## src/rtl/fir_sample_sequencer_if.sv

```systemverilog
// ADC DRP, FIR datapath and DAC signals of the sample sequencer.
// master = sequencer side, slave = ADC/FIR/DAC side.
interface fir_sample_sequencer_if;
   logic        adc_den;
   logic [6:0]  adc_daddr;
   logic        adc_drdy;
   logic [15:0] adc_do;
   logic [7:0]  filt_in;
   logic        filt_en;
   logic [7:0]  filt_out;
   logic [7:0]  dac_data;
   logic        dac_valid;

   modport master (
      output adc_den, adc_daddr, filt_in, filt_en, dac_data, dac_valid,
      input  adc_drdy, adc_do, filt_out
   );

   modport slave (
      input  adc_den, adc_daddr, filt_in, filt_en, dac_data, dac_valid,
      output adc_drdy, adc_do, filt_out
   );
endinterface

```

## src/rtl/fir_sample_sequencer.sv

```systemverilog
// Sample-rate sequencer: on every tick reads one XADC result over DRP,
// pushes the top byte through an external FIR datapath and presents either
// the filtered or the raw byte to the DAC. Tracks DRDY timeouts and ticks
// that arrive while a sample is still in flight.
module fir_sample_sequencer #(
   parameter int unsigned CLK_DIV      = 1000,
   parameter int unsigned FILT_LAT     = 4,
   parameter int unsigned DRDY_TIMEOUT = 255,
   parameter logic [6:0]  ADC_ADDR     = 7'h16,
   parameter logic [15:0] CNT_RST      = 16'h0000
) (
   input  logic                   clk,
   input  logic                   rst,
   input  logic                   filt_on,
   fir_sample_sequencer_if.master bus,
   output logic                   timeout_err,
   output logic                   overrun_err,
   output logic [15:0]            sample_cnt
);

   // +2 keeps the width non-zero and able to hold DRDY_TIMEOUT itself
   localparam int unsigned        WAIT_W   = $clog2(DRDY_TIMEOUT + 2);
   localparam logic [15:0]        TICK_MAX = 16'(CLK_DIV - 1);
   localparam logic [WAIT_W-1:0]  WAIT_MAX = WAIT_W'(DRDY_TIMEOUT);
   localparam logic [3:0]         LAT_MAX  = 4'(FILT_LAT - 1);

   if (CLK_DIV < 16 || CLK_DIV > 65535) begin : g_bad_clk_div
      $error("CLK_DIV must be within 16..65535");
   end
   if (FILT_LAT < 1 || FILT_LAT > 15) begin : g_bad_filt_lat
      $error("FILT_LAT must be within 1..15");
   end

   typedef enum logic [2:0] {
      IDLE,
      READ,
      WAIT_DRDY,
      FILTER,
      OUTPUT
   } state_t;

   state_t            state_q;
   logic [15:0]       tick_cnt_q;
   logic [15:0]       tick_cnt_d;
   logic              tick;
   logic [WAIT_W-1:0] wait_q;
   logic [3:0]        lat_q;
   logic              fon_q;
   logic              den_q;
   logic              fen_q;
   logic [7:0]        filt_in_q;
   logic [7:0]        dac_data_q;
   logic              dac_valid_q;
   logic [15:0]       sample_cnt_q;
   logic [15:0]       sample_cnt_d;
   logic              timeout_q;
   logic              overrun_q;
   logic              unused_do_lsbs;

   // low result bits and the 4 LSBs below the 12-bit result are not used
   assign unused_do_lsbs = ^bus.adc_do[7:0];

   // free-running sample-period divider, tick on the terminal count
   always_comb begin
      tick       = (tick_cnt_q == TICK_MAX);
      tick_cnt_d = tick ? 16'd0 : tick_cnt_q + 16'd1;
   end

   // tick counter register
   always_ff @(posedge clk or posedge rst) begin
      if (rst) tick_cnt_q <= 16'd0;
      else     tick_cnt_q <= tick_cnt_d;
   end

   // completed-sample counter wraps naturally at 16 bits
   always_comb begin
      sample_cnt_d = sample_cnt_q + 16'd1;
   end

   // sequencer FSM with all strobes and data outputs registered
   always_ff @(posedge clk or posedge rst) begin
      if (rst) begin
         state_q      <= IDLE;
         wait_q       <= '0;
         lat_q        <= 4'd0;
         fon_q        <= 1'b0;
         den_q        <= 1'b0;
         fen_q        <= 1'b0;
         filt_in_q    <= 8'd0;
         dac_data_q   <= 8'd0;
         dac_valid_q  <= 1'b0;
         sample_cnt_q <= CNT_RST;
         timeout_q    <= 1'b0;
         overrun_q    <= 1'b0;
      end else begin
         den_q       <= 1'b0;
         fen_q       <= 1'b0;
         dac_valid_q <= 1'b0;
         // a tick while busy is dropped; the running sample is unaffected
         if (tick && state_q != IDLE) overrun_q <= 1'b1;
         case (state_q)
            IDLE: begin
               if (tick) begin
                  fon_q   <= filt_on;
                  den_q   <= 1'b1;
                  state_q <= READ;
               end
            end
            READ: begin
               wait_q  <= '0;
               state_q <= WAIT_DRDY;
            end
            WAIT_DRDY: begin
               // data wins over timeout on the terminal wait cycle
               if (bus.adc_drdy) begin
                  filt_in_q <= bus.adc_do[15:8];
                  fen_q     <= 1'b1;
                  lat_q     <= 4'd0;
                  state_q   <= FILTER;
               end else if (wait_q == WAIT_MAX) begin
                  timeout_q <= 1'b1;
                  state_q   <= IDLE;
               end else begin
                  wait_q <= wait_q + WAIT_W'(1);
               end
            end
            FILTER: begin
               // FILTER spans FILT_LAT cycles starting with the filt_en cycle
               if (lat_q == LAT_MAX) state_q <= OUTPUT;
               else                  lat_q   <= lat_q + 4'd1;
            end
            OUTPUT: begin
               dac_data_q   <= fon_q ? bus.filt_out : filt_in_q;
               dac_valid_q  <= 1'b1;
               sample_cnt_q <= sample_cnt_d;
               state_q      <= IDLE;
            end
            default: state_q <= IDLE;
         endcase
      end
   end

   assign bus.adc_den   = den_q;
   assign bus.adc_daddr = ADC_ADDR;
   assign bus.filt_in   = filt_in_q;
   assign bus.filt_en   = fen_q;
   assign bus.dac_data  = dac_data_q;
   assign bus.dac_valid = dac_valid_q;
   assign timeout_err   = timeout_q;
   assign overrun_err   = overrun_q;
   assign sample_cnt    = sample_cnt_q;

endmodule

```

## src/flat_wrapper.sv

```systemverilog
// flat-port wrapper written by rule: the top's interface ports become plain ports
module fir_sample_sequencer_flat 
#(
   parameter int unsigned CLK_DIV      = 1000,
   parameter int unsigned FILT_LAT     = 4,
   parameter int unsigned DRDY_TIMEOUT = 255,
   parameter logic [6:0]  ADC_ADDR     = 7'h16,
   parameter logic [15:0] CNT_RST      = 16'h0000
)
  (clk, rst, filt_on, timeout_err, overrun_err, sample_cnt, bus_adc_den, bus_adc_daddr, bus_filt_in, bus_filt_en, bus_dac_data, bus_dac_valid, bus_adc_drdy, bus_adc_do, bus_filt_out);
  fir_sample_sequencer_if bus_i ();
  input  logic clk;
  input  logic rst;
  input  logic filt_on;
  output logic timeout_err;
  output logic overrun_err;
  output logic [15:0] sample_cnt;
  output wire logic [$bits(bus_i.adc_den)-1:0] bus_adc_den;
  output wire logic [$bits(bus_i.adc_daddr)-1:0] bus_adc_daddr;
  output wire logic [$bits(bus_i.filt_in)-1:0] bus_filt_in;
  output wire logic [$bits(bus_i.filt_en)-1:0] bus_filt_en;
  output wire logic [$bits(bus_i.dac_data)-1:0] bus_dac_data;
  output wire logic [$bits(bus_i.dac_valid)-1:0] bus_dac_valid;
  input wire logic [$bits(bus_i.adc_drdy)-1:0] bus_adc_drdy;
  input wire logic [$bits(bus_i.adc_do)-1:0] bus_adc_do;
  input wire logic [$bits(bus_i.filt_out)-1:0] bus_filt_out;
  assign bus_adc_den = bus_i.adc_den;
  assign bus_adc_daddr = bus_i.adc_daddr;
  assign bus_filt_in = bus_i.filt_in;
  assign bus_filt_en = bus_i.filt_en;
  assign bus_dac_data = bus_i.dac_data;
  assign bus_dac_valid = bus_i.dac_valid;
  assign bus_i.adc_drdy = bus_adc_drdy;
  assign bus_i.adc_do = bus_adc_do;
  assign bus_i.filt_out = bus_filt_out;
  fir_sample_sequencer #(.CLK_DIV(CLK_DIV), .FILT_LAT(FILT_LAT), .DRDY_TIMEOUT(DRDY_TIMEOUT), .ADC_ADDR(ADC_ADDR), .CNT_RST(CNT_RST)) u_core (.clk(clk), .rst(rst), .filt_on(filt_on), .bus(bus_i), .timeout_err(timeout_err), .overrun_err(overrun_err), .sample_cnt(sample_cnt));
endmodule
```

## config.mk

```make
export PLATFORM = sky130hd
export DESIGN_NAME = fir_sample_sequencer_flat
export DESIGN_NICKNAME = d
export VERILOG_FILES = /design/src/rtl/fir_sample_sequencer_if.sv /design/src/rtl/fir_sample_sequencer.sv /design/src/flat_wrapper.sv
export SDC_FILE = /design/constraint.sdc
export NUM_CORES = 1
export LEC_CHECK = 0
export BUFFER_PORTS_ARGS = -buffer_cell sky130_fd_sc_hd__buf_4
export CAP_MARGIN = 10
export CELL_PAD_IN_SITES_DETAIL_PLACEMENT = 1
export CELL_PAD_IN_SITES_GLOBAL_PLACEMENT = 2
export CORE_MARGIN = 4
export CORE_UTILIZATION = 37
export CTS_CLUSTER_SIZE = 10
export DETAILED_ROUTE_END_ITERATION = 6
export PLACE_DENSITY = 0.81
export REMOVE_ABC_BUFFERS = 1
export SETUP_SLACK_MARGIN = 0.15
export SLEW_MARGIN = 0
export SYNTH_ARGS = -nofsm -noshare
export SYNTH_HDL_FRONTEND = slang
export SYNTH_SLANG_ARGS = --single-unit
```

## constraint.sdc

```tcl
create_clock -name clk -period 7.43 [get_ports clk]
set_clock_uncertainty 0.1 [all_clocks]
set_input_delay 1.1145 -clock clk [delete_from_list [all_inputs] [get_ports clk]]
set_output_delay 1.1145 -clock clk [all_outputs]
set_load 0.05 [all_outputs]
```

==> results.md <==
- Starting density of the core: ~39%
- Number of flops mapped to enable cells by yosys: 0
- Worst Path Max Fanout: 7
- Ys flop type: dfrtp_1
- Nets: around 380
- IR drop worst, VDD: 0.0786 mV
- Via density: between 5 and 6
- Top cell type's share of synthesized area: between 50% and 60%
- Unrepaired setup endpoints after global routing: no
- Die width: 101 um
- Clock Path Buffers: 2
- Post-Syn Instances: roughly 300
- Reg area: between 0.0015 and 0.002 sq mm
- Post-detail-place hpwl: between 4 and 5 mm
- Worst-margin pin slew: slightly below 0.9 ns
- FP Rows: 33
- Setup violators final: 0
- Ys Warns: 0
- GRT overflow: 0
- CP Capture Type: register
- PD cells: around 180 mW/mm^2
- Switching share of power: around a quarter
- Overall die height: between 100 and 150 um
- Postcts setup bufs: 0
- Number of synthesized register bits: 70
- Max Fclk: between 0.3 and 0.4 GHz
- H-tree depth reported by CTS: 3
- Max-slew violations: 0
- MaxCap Viol Count: 0
- Clock Power Share: between 40% and 50%
- Fill count: 930
- First-pass GRT wire length: between 10 and 15 mm
- RD Place Congestion: 0.749
- Ratio of cells with drive above 1 in the final layout: between 20% and 30%
- Post-synth top area cell: dfrtp_1
- Core Area: between 0.008 and 0.009 sq mm
- Global Route Usage Sum: roughly 14%
- Yosys cell types: 42
- Area grow syn2layout: 21.1%
- Port bufs: 56
- Setup crit start kind: register
- Sequential share of power: ~54%
- Int Power: between 500 and 600 uW
- Clock transition at the registers of the reported paths: about 0.07 ns
- Synth area leaders: dfrtp_1 (54%), xnor2_1 (6.0%), xor2_1 (3.5%)
- WP data required: 7.52 ns
- NetSw: about 170 uW
- ANT nets after route: 0
- Largest net degree at the start of global routing: 71
- Post-synthesis sequential area ratio: around 54%
- Vias in the first global route: between 2000 and 2500
- Worst slew margin: a little over two fifths
- P_leak: between 0.0015 and 0.002 uW
- Hold WC Path Type: register to register
- Ant. Diodes: 0
- Fin crit period: about 2.7 ns
- Vias: between 2000 and 2500
- Post-synth top cells: dfrtp_1 (70), nor2_1 (28), xnor2_1 (22)
- Most numerous cell in the Yosys netlist: dfrtp_1
- WL final: roughly 7 mm
- Ys async rst share: between 90% and 100%
- CTS tree: yes
- First-pass iteration count of the detailed router: 4
- Syn_area_per_cell: 11.1 sq um
- Final Hold Vio Count: 0
- TNS Setup: 0 ns
- Worst Path Arrival: 2.79 ns
- Final std cells w/o fill: about 460
- Syn Std Cell Area: roughly 0.0032 sq mm
- CTS sink count: 70
- Cts hold-fix bufs: 0
- Initial antenna violation count: 0
- Routed len/inst: ~15 um
- Power share of the combinational group: between 3 and 4%
- DR iter-0 viols: 42
- Crit path kind: register to register
- Placed cells: around 440
- DRC errors left: 0
- Area of the multi-input gates: approximately 0.0014 sq mm
- Resized cells post-CTS: 0
- Total CTS buffers: 9
- Status: complete, no violations
- Root Buffer: clkbuf_8
- Period utilisation layout: 36.4%
- Ports: between 70 and 80
- Die ar.: a little over 0.01 sq mm
- Worst skew pair latency: between 0.3 and 0.4 ns
-- critical path, cell delays in order, from the launching register on --
cell and delay (ns):
dfrtp_1 0.43, ha_1 0.23, nand3_1 0.18, nor2_1 0.09
ha_1 0.22, or4b_1 0.64, a2111oi_4 0.45, xnor2_1 0.16
nor2_1 0.06
-- kinds of logic (layout without fill, tap and decap cells) --
family          count (synthesis)  in the layout  share of synthesized area (%)
buf+inv                        27             83                           4.18
flops                          70             70                           54.2
other cells                     2              7                          0.232
xor+xnor                       35             35                           9.48
fa+ha+maj                       5              5                           1.93
mux                            19             19                           6.27
compound gates                 32             32                           7.12
simple gates                  102            102                           16.6
-- flip-flops by register name, summed over array words and instances (netlist names), 3 cells and up --
| register | flops |
|---|---|
| u_core.lat_q | 4 |
| u_core.bus.dac_data | 8 |
| u_core.wait_q | 9 |
| u_core.tick_cnt_q | 16 |
| u_core.bus.filt_in | 8 |
| u_core.sample_cnt | 16 |
| u_core.state_q | 3 |
-- cells in the final DEF (no fill, tap or decap), types with 2 or more instances in the layout --
cell / count
nand4_1: 11
xnor2_1: 22
inv_1: 8
nor4_2: 2
nand3_1: 14
mux2i_1: 9
a22o_1: 3
a21oi_1: 14
a211oi_1: 3
dfrtp_1: 70
nor2_1: 28
nor3_1: 6
clkbuf_8: 9
buf_4: 58
clkinv_2: 2
or3_1: 2
and3_1: 6
clkinv_4: 2
or4_1: 2
and3b_1: 2
ha_1: 5
nand2b_1: 3
conb_1: 7
a21o_1: 3
mux2_2: 9
xor2_1: 13
or2_2: 4
nand2_1: 15
o21ai_0: 4
-- final timing paths --
path / depth (start not counted) / endpoint / slack (ns) / from
setup / recovery: 8 / u_core.wait_q[6] / 4.73 / u_core.wait_q[0]
hold / removal: 1 / u_core.overrun_err / 0.36 / u_core.overrun_err
setup reg to reg: 8 / u_core.wait_q[6] / 4.73 / u_core.wait_q[0]
hold reg to reg: 1 / u_core.overrun_err / 0.36 / u_core.overrun_err
max in group asynchronous: 3 / u_core.bus.filt_in[0] / 5.73 / rst
min in group asynchronous: 3 / u_core.tick_cnt_q[15] / 0.93 / rst
-- through the flow --
step | util [%] | hold WS, ns | worst slack, ns | total power [uW] | area (sq um)
floorplan | - | 0.333 | 4.45 | 402 | 3150
global placement | 44.6 | 0.343 | 4.65 | 413 | 3720
detailed placement | 44.6 | 0.350 | 4.59 | 413 | 3720
CTS | 47.0 | 0.371 | 4.71 | 725 | 3920
global route | 47.0 | 0.392 | 4.60 | 746 | 3920
finish | 47.0 | 0.363 | 4.73 | 712 | 3920
-- power groups by stage --
stage / clock network (uW) / registers, uW / logic (uW)
after global routing: 339 / 381 / 26.7
after floorplan: 0 / 388 / 13.9
after detailed placement: 0 / 388 / 24.7
after global placement: 0 / 388 / 24.6
after CTS: 319 / 381 / 24.8
final: 308 / 381 / 23.8
-- final cells by class --
type / count / share of cell area, %
clock buffer: 9 / 3.16
clock inverter: 7 / 1.88
inverter: 9 / 0.863
multi-input combinational: 200 / 34.9
sequential: 70 / 44.7
tap: 105 / 3.35
timing repair buffer: 58 / 11.1
-- metal layers --
| metal | GRT usage, % | routed length, um | share of wire [%] | vias to the layer above |
|---|---|---|---|---|
| li1 | - | - | - | 1105 |
| met4 | 4.29 | 53 | 0.77 | 0 |
| met5 | 0 | 0 | 0 | - |
| met3 | 3.58 | 361 | 5.2 | 4 |
| met1 | 19.3 | 3130 | 45 | 1162 |
| met2 | 22.8 | 3340 | 49 | 47 |
No activity file was read; power rests on OpenSTA's default activity.
